[src/rtl/tile_painter.sv]
// tile_painter: repaints changed grid-tracker cells as 20x20 RGB565 tiles over an 8080-style LCD bus.
// Optional 1-pixel grid outline enabled by defining TILE_PAINTER_OUTLINE_EN.
module tile_painter #(
  parameter int          WR_HALF      = 1,
  parameter logic [15:0] COLOR_EMPTY  = 16'h0000,
  parameter logic [15:0] COLOR_HEAD   = 16'h07E0,
  parameter logic [15:0] COLOR_BODY   = 16'h03E0,
  parameter logic [15:0] COLOR_APPLE  = 16'hF800,
  parameter logic [15:0] COLOR_BORDER = 16'hFFFF,
  parameter logic [15:0] COLOR_GRID   = 16'h4208
) (
  input  logic       clk,
  input  logic       rst,
  input  logic       frame_start,
  input  logic       diff,
  input  logic [2:0] obj_code,
  input  logic [3:0] x,
  input  logic [3:0] y,
  output logic       tracker_en,
  output logic       busy,
  output logic       frame_done,
  output logic       lcd_cs_n,
  output logic       lcd_dcx,
  output logic       lcd_wr_n,
  output logic [7:0] lcd_data
);
  typedef enum logic [2:0] {IDLE, SCAN, WRITE, ADVANCE, DONE} state_t;
  localparam int PW = $clog2(2 * WR_HALF + 1);
  localparam logic [PW-1:0] PH_LOW = PW'(WR_HALF - 1);
  localparam logic [PW-1:0] PH_END = PW'(2 * WR_HALF - 1);
  localparam logic [9:0] LAST_IDX = 10'd810;
  state_t state, nstate;
  logic [PW-1:0] ph;
  logic [9:0] idx, nidx;
  logic [3:0] xr, yr;
  logic [2:0] code_r;
  logic last_r, byte_end, start_byte, ndcx;
  logic [15:0] x0, x1, y0, y1, color, pixel;
  logic [7:0] nbyte;
  always_comb begin
    byte_end = state == WRITE && ph == PH_END;
    start_byte = (state == SCAN && diff) || (byte_end && idx != LAST_IDX);
    nstate = state;
    case (state)
      IDLE:    nstate = frame_start ? SCAN : IDLE;
      SCAN:    nstate = diff ? WRITE : ADVANCE;
      WRITE:   nstate = (byte_end && idx == LAST_IDX) ? ADVANCE : WRITE;
      ADVANCE: nstate = last_r ? DONE : SCAN;
      default: nstate = IDLE;
    endcase
  end
  // Byte stream: 11 address/command bytes, then 400 pixels high byte first.
  always_comb begin
    nidx = state == SCAN ? 10'd0 : idx + 10'd1;
    x0 = 16'(xr) * 16'd20;
    x1 = x0 + 16'd19;
    y0 = 16'(yr) * 16'd20;
    y1 = y0 + 16'd19;
    color = code_r == 3'd1 ? COLOR_HEAD :
            code_r == 3'd2 ? COLOR_BODY :
            code_r == 3'd3 ? COLOR_APPLE :
            code_r == 3'd4 ? COLOR_BORDER : COLOR_EMPTY;
    ndcx = !(nidx == 10'd0 || nidx == 10'd5 || nidx == 10'd10);
    case (nidx)
      10'd0:   nbyte = 8'h2A;
      10'd1:   nbyte = x0[15:8];
      10'd2:   nbyte = x0[7:0];
      10'd3:   nbyte = x1[15:8];
      10'd4:   nbyte = x1[7:0];
      10'd5:   nbyte = 8'h2B;
      10'd6:   nbyte = y0[15:8];
      10'd7:   nbyte = y0[7:0];
      10'd8:   nbyte = y1[15:8];
      10'd9:   nbyte = y1[7:0];
      10'd10:  nbyte = 8'h2C;
      default: nbyte = nidx[0] ? pixel[15:8] : pixel[7:0];
    endcase
  end
`ifdef TILE_PAINTER_OUTLINE_EN
  logic [4:0] col, ncol;
  logic row0, nrow0;
  // Odd byte indices from 11 on start a new pixel; track its column and whether it is in row 0.
  always_comb begin
    ncol = nidx == 10'd11 ? 5'd0 : nidx[0] ? (col == 5'd19 ? 5'd0 : col + 5'd1) : col;
    nrow0 = nidx == 10'd11 ? 1'b1 : nidx[0] ? row0 && col != 5'd19 : row0;
    pixel = (ncol == 5'd0 || nrow0) ? COLOR_GRID : color;
  end
  always_ff @(posedge clk)
    if (rst) begin
      col <= 5'd0;
      row0 <= 1'b1;
    end else if (start_byte) begin
      col <= ncol;
      row0 <= nrow0;
    end
`else
  logic unused_grid;
  assign unused_grid = ^COLOR_GRID;
  assign pixel = color;
`endif
  always_ff @(posedge clk)
    if (rst) state <= IDLE;
    else state <= nstate;
  always_ff @(posedge clk)
    if (rst) begin
      tracker_en <= 1'b0;
      busy <= 1'b0;
      frame_done <= 1'b0;
      lcd_cs_n <= 1'b1;
      lcd_dcx <= 1'b1;
      lcd_wr_n <= 1'b1;
      lcd_data <= 8'h00;
      ph <= '0;
      idx <= 10'd0;
      xr <= 4'd0;
      yr <= 4'd0;
      code_r <= 3'd0;
      last_r <= 1'b0;
    end else begin
      tracker_en <= nstate == ADVANCE;
      frame_done <= nstate == DONE;
      busy <= nstate == SCAN || nstate == WRITE || nstate == ADVANCE;
      if (state == SCAN) begin
        xr <= x;
        yr <= y;
        code_r <= obj_code;
        last_r <= x == 4'd15 && y == 4'd11;
      end
      if (start_byte) begin
        lcd_data <= nbyte;
        lcd_dcx <= ndcx;
        lcd_wr_n <= 1'b0;
        lcd_cs_n <= 1'b0;
        ph <= '0;
        idx <= nidx;
      end else if (state == WRITE) begin
        ph <= ph + PW'(1);
        if (ph == PH_LOW) lcd_wr_n <= 1'b1;
        if (nstate == ADVANCE) lcd_cs_n <= 1'b1;
      end
    end
endmodule

[config.mk]
export PLATFORM = sky130hd
export DESIGN_NAME = tile_painter
export DESIGN_NICKNAME = d
export VERILOG_FILES = /design/src/rtl/tile_painter.sv
export SDC_FILE = /design/constraint.sdc
export NUM_CORES = 1
export LEC_CHECK = 0
export CORE_UTILIZATION = 62
export DETAILED_ROUTE_END_ITERATION = 6
export PLACE_DENSITY = 0.86
export SKIP_CTS_REPAIR_TIMING = 1
export SYNTH_ARGS = -nofsm -noshare
export SYNTH_HDL_FRONTEND = slang
export SYNTH_SLANG_ARGS = --single-unit
[constraint.sdc]
create_clock -name clk -period 4.1 [get_ports clk]
set_input_delay 0.615 -clock clk [delete_from_list [all_inputs] [get_ports clk]]
set_output_delay 0.615 -clock clk [all_outputs]
set_load 0.02 [all_outputs]
==> results.cfg, run 1 <==
[logic_synthesis]
synth_cell_types = 71
synth-seq-cells = 41
synth-edff-count = 0
synthArstFlopShare = 0
yosysWarnings = 0
yosysSeqAreaShare = 0.280
synth_flop_cell = dfxtp_1
syn_area_sq_um = 2930
synth_nets = 402
syn_inst = 371
syn_area_per_cell_sq_um = 7.91

[routing]
via_per_inst = 6.64
finalWirelength_um = 7480
ant_nets = 0
vias = 2875
drc = 2
wl_per_cell_um = 17.3
drt-initial-drc-count = 248
drt_first_pass_iters = 7

[setup_path]
r2r_cells = 9
crit_arrival_ns = 3.54
setup.worst_path.class = reg -> reg
crit_fanout = 26
worstPathRequired_ns = 4.29
start_kind = register
end_kind = register

[floorplan]
core_area_sq_um = 4440
rows = 24
die_h_um = 70.8
io_pins = 29
dieWidth_um = 70.8
die_area_sq_um = 5010
start_util = 0.660

[timing]
tightest_slew_ns = 0.992
fin_crit_sh = 0.816
final_hold_viol_count = 0
hold_ws_ns = 0.513
fin_skew_ns = 0.00386
timing.slew.headroom = 0.337
tns_ns = 0
finalSetupViolations = 0
grt_setup_unrepaired = false
finalWorstPathRequiredPeriod_ns = 3.34
drv_slew = 0
fmax_mhz = 299

[cells_and_area]
multi_input_area_sq_um = 1920
seq_area_sq_um = 821
n_antenna_cell = 0
area_growth_pct = 10.3
fin_nets = 411
instances_no_fill = 433
fillCellCount = 386
design_area_sq_um = 3240
drive_gt1_frac = 0.0787

[clocking]
cts_tree = yes
clk_pin_slew_ns = 0.08
cts_root_buf = clkbuf_8
cts_htree_levels = 2
clk_path_buf_depth = 2
clock_sinks = 41
cts_made_buffers = 5
clock_latency_ns = 0.30

[min_path]
hold_depth = 2
hold_path.class = reg -> reg

[global_route]
use_met2 = 0.505
use_met1 = 0.414
grt.busiest_layer = met2
overflow = 0
grt_first_pass_wirelength_um = 12400
grt_antenna_before_repair = 0
grt_pass1_vias = 2550
grt_start_max_net_pins = 27
met3_usage = 0.0427
track_usage = 0.309

[placement]
io_buffers = 28
place_area_sq_um = 3150
dp_cells = 425
gp_congestion = 1.00
post-dp-hpwl_um = 5310

[pwr]
p_total_uw = 926
powerDensity_nw_per_um2 = 286
p_leak_uw = 0.00112
ir_drop_uv = 182

[run]
cap_violations = 0

[run_status]
status = complete, but fails checks
violations = DRC
-- worst max-delay path, stage by stage (launching register included) --
cell and delay, ns:
dfxtp_1 0.32, buf_4 0.27, inv_1 0.15, ha_1 0.72, nor2_1 0.08, a221oi_1 0.30
a31oi_1 0.10, nor3_1 0.66, o32ai_1 0.30, a311oi_1 0.32
-- final timing paths --
path	from	end	slack, ns
max	idx[0]$_SDFFE_PP0N_	lcd_data[7]$_SDFFE_PP0N_	0.76
min	lcd_cs_n$_SDFFE_PP1P_	lcd_cs_n$_SDFFE_PP1P_	0.51
max reg2reg	idx[0]$_SDFFE_PP0N_	lcd_data[7]$_SDFFE_PP0N_	0.76
min reg2reg	lcd_cs_n$_SDFFE_PP1P_	lcd_cs_n$_SDFFE_PP1P_	0.51
-- metal layers --
layer / wire length (um) / share of wire / vias to the layer above
li1: - / - / 1375
met1: 3200 / 0.43 / 1314
met2: 3560 / 0.48 / 163
met3: 544 / 0.073 / 23
met4: 184 / 0.025 / 0
met5: 0 / 0 / -
-- cell usage after synthesis, drive strengths merged, types with 4 or more instances --
cell type	n	share of area
xnor2	13	0.039
o21ai	16	0.027
ha	14	0.060
nand3	13	0.022
dfxtp	41	0.28
nand4	4	0.0085
o211ai	7	0.018
inv	8	0.010
nand2	43	0.058
nand3b	7	0.018
nor3b	6	0.017
xor2	4	0.012
a311oi	6	0.020
or4	4	0.011
nor2	32	0.041
buf	15	0.035
mux2i	4	0.014
nor3	13	0.022
a31oi	9	0.019
clkbuf	15	0.020
a21oi	32	0.056
-- through the flow --
step                      setup WS (ns)   util
after detailed placement          0.819  0.709
final                             0.755  0.728
after floorplan                    1.41      -
after global routing              0.432  0.728
after global placement             1.12  0.709
after CTS                         0.819  0.728
-- state kept, by name, summed over array words and instances (netlist names) --
| register | flops |
|---|---|
| yr | 4 |
| frame_done | 1 |
| busy | 1 |
| ph | 2 |
| code_r | 3 |
| lcd_cs_n | 1 |
| lcd_data | 8 |
| state | 3 |
| xr | 4 |
| lcd_dcx | 1 |
| tracker_en | 1 |
| last_r | 1 |
| lcd_wr_n | 1 |
| idx | 10 |
-- area by class of cell --
cell class / instances / area share
Multi-Input combinational cell: 292 / 0.594
Timing Repair Buffer: 32 / 0.0959
Sequential cell: 41 / 0.254
Clock inverter: 3 / 0.00541
Inverter: 8 / 0.00928
Clock buffer: 5 / 0.0213
Tap cell: 52 / 0.0201
-- logic make-up after synthesis --
| logic type | Yosys count | synth area share |
|---|---|---|
| fa+ha+maj | 16 | 0.0733 |
| compound gates | 105 | 0.249 |
| flops | 41 | 0.280 |
| xor+xnor | 17 | 0.0507 |
| buf+inv | 38 | 0.0648 |
| mux | 4 | 0.0136 |
| simple gates | 150 | 0.269 |
-- cell usage in the layout (no fill, tap or decap), types with 3 or more instances in the layout --
| cell type | count |
|---|---|
| a21oi_1 | 31 |
| a311oi_1 | 5 |
| a31oi_1 | 9 |
| and3_1 | 3 |
| buf_4 | 4 |
| clkbuf_8 | 5 |
| clkdlybuf4s50_1 | 28 |
| dfxtp_1 | 41 |
| ha_1 | 14 |
| inv_1 | 8 |
| mux2i_1 | 4 |
| nand2_1 | 42 |
| nand2b_1 | 3 |
| nand3_1 | 13 |
| nand3b_1 | 7 |
| nand4_1 | 4 |
| nor2_1 | 32 |
| nor2b_1 | 3 |
| nor3_1 | 13 |
| nor3b_1 | 5 |
| o211ai_1 | 7 |
| o21ai_0 | 16 |
| o21bai_1 | 3 |
| o22ai_1 | 3 |
| xnor2_1 | 13 |
| xor2_1 | 4 |
-- report_power, final --
part | switching [uW] | internal [uW] | total [uW]
sequential | 25.5 | 422 | 448
clock | 149 | 118 | 266
combinational | 121 | 90.7 | 212
Note: power is estimated with default switching activity, not from simulation.
==> run 2: changes to the inputs <==
- CORE_UTILIZATION: 62 -> 58
- PLACE_DENSITY: 0.86 -> 0.81
- clock period: 4.1 -> 3.25 ns (I/O delays scaled with it)
==> run 2 against run 1 <==
The flow now finishes without violations. First-iteration DRC count is 9.3% lower. Worst setup slack worse by 0.36 ns. Clock power is 53% higher. Clock skew is 0.00096 ns lower. Global-route usage is 1.4 points lower. Power is 33% higher.
==> results.cfg, run 2 (same netlist as run 1, synthesis figures left out) <==
[run_status]
status = completed

[pwr]
ir_drop_uv = 158
swShare = 0.296
clkPwrFrac = 0.329
p_comb_frac = 0.215
p_int_uw = 870
seq_power_share = 0.456
p_leak_uw = 0.00115
power_switching_uw = 365
powerDensity_nw_per_um2 = 374

[timing]
fmax_mhz = 350
fin_skew_ns = 0.00289
hold_ws_ns = 0.501
fin_crit_sh = 0.879
tightest_slew_ns = 0.632
timing.slew.headroom = 0.576
finalWorstPathRequiredPeriod_ns = 2.86
drv_slew = 0
finalSetupViolations = 0
grt_setup_unrepaired = false
final_hold_viol_count = 0
tns_ns = 0

[placement]
io_buffers = 28
gp_congestion = 0.961
post-dp-hpwl_um = 5320

[floorplan]
die_h_um = 73.1
start_util = 0.613
io_pins = 29
die_area_sq_um = 5350
dieWidth_um = 73.1
core_area_sq_um = 4790
rows = 25

[cells_and_area]
largest_reg_flops = 10
fin_nets = 414
layout_common_cells = nand2_1 (42), dfxtp_1 (41), nor2_1 (32)
top_regs = idx: 10 flops, lcd_data: 8 flops
area_growth_pct = 12.5
drive_gt1_frac = 0.0862
largest-register = idx
final_common_cell = nand2_1
n_antenna_cell = 0

[routing]
vias = 2819
drt-initial-drc-count = 225
finalWirelength_um = 7370
ant_nets = 0
via_per_inst = 6.26
wl_per_cell_um = 16.4
drc = 0
drt_first_pass_iters = 5

[global_route]
grt_antenna_before_repair = 0
track_usage = 0.295
grt_start_max_net_pins = 27
use_met1 = 0.411
grt.busiest_layer = met2
met3_usage = 0.0483
overflow = 0
grt_first_pass_wirelength_um = 12100
grt_pass1_vias = 2486
use_met2 = 0.467

[setup_path]
setup.worst_path.class = reg -> reg
crit_arrival_ns = 3.05
start_kind = register
crit_fanout = 18
worstPathRequired_ns = 3.44
end_kind = register

[clocking]
cts_htree_levels = 2
cts_tree = yes
cts_root_buf = clkbuf_8
clock_latency_ns = 0.29
cts_made_buffers = 5
clk_path_buf_depth = 2
clock_sinks = 41
clk_pin_slew_ns = 0.08

[min_path]
hold_path.class = reg -> reg

[run]
cap_violations = 0
==> run 2: changes by cell type in the layout (fill, tap and decap cells not counted) <==
cell        delta
clkinv_2       -1
buf_4          +3
bufinv_16      +1
clkinvlp_4     -1
nor3_2         +1
nor3_1         -1
==> run 2: power by group through the flow <==
stage / Combinational (uW) / Clock, uW / Sequential (uW)
2_1_floorplan: 171 / 0 / 579
3_3_place_gp: 257 / 0 / 574
3_5_place_dp: 262 / 0 / 575
4_1_cts: 264 / 414 / 563
5_1_grt: 291 / 430 / 568
6_report: 266 / 406 / 563
==> run 2: layout make-up <==
type	count	area (sq um)
Multi-Input combinational cell	292	1930
Fill cell	419	1490
Timing Repair Buffer	35	333
Sequential cell	41	821
Clock buffer	5	68.8
Inverter	8	30.0
Clock inverter	2	35.0
Tap cell	67	83.8
==> run 2: metrics by stage <==
| stage | total power, uW | utilization | std cells | instance area (sq um) | setup WS, ns |
|---|---|---|---|---|---|
| 2_1_floorplan | 750 | - | 371 | 2930 | 0.563 |
| 3_3_place_gp | 831 | 0.667 | 443 | 3190 | 0.565 |
| 5_1_grt | 1290 | 0.689 | 450 | 3300 | 0.116 |
| 4_1_cts | 1240 | 0.688 | 450 | 3290 | 0.427 |
| 3_5_place_dp | 837 | 0.667 | 443 | 3190 | 0.500 |
| 6_report | 1240 | 0.689 | 450 | 3300 | 0.393 |
==> run 2: metal layers <==
layer / vias to the layer above / routed length [um]
met5: - / 0
met4: 0 / 90
met3: 10 / 449
met2: 112 / 3380
met1: 1318 / 3450
li1: 1379 / -
==> run 2: worst max-delay path: stages (launching register included) <==
cell and delay (ns):
dfxtp_1 0.57, ha_1 0.61, and4_1 0.33, a21oi_1 0.07
o21ai_0 0.21, nand3b_1 0.26, o221a_1 0.35, a2111oi_2 0.34
==> run 2: worst paths after layout <==
path / from / to / slack [ns] / depth (start not counted)
worst max-delay path: idx[1]$_SDFFE_PP0N_ / lcd_data[2]$_SDFFE_PP0N_ / 0.39 / 7
worst min-delay path: lcd_data[7]$_SDFFE_PP0N_ / lcd_data[7]$_SDFFE_PP0N_ / 0.50 / 2
worst max register to register: idx[1]$_SDFFE_PP0N_ / lcd_data[2]$_SDFFE_PP0N_ / 0.39 / 7
worst min register to register: lcd_data[7]$_SDFFE_PP0N_ / lcd_data[7]$_SDFFE_PP0N_ / 0.50 / 2
==> run 3: changes to the inputs <==
- ABC_CLOCK_PERIOD_IN_PS: unset -> 3250
==> results of run 3 <==
Same layout as run 2: the final DEF is identical, and so are final timing and power.
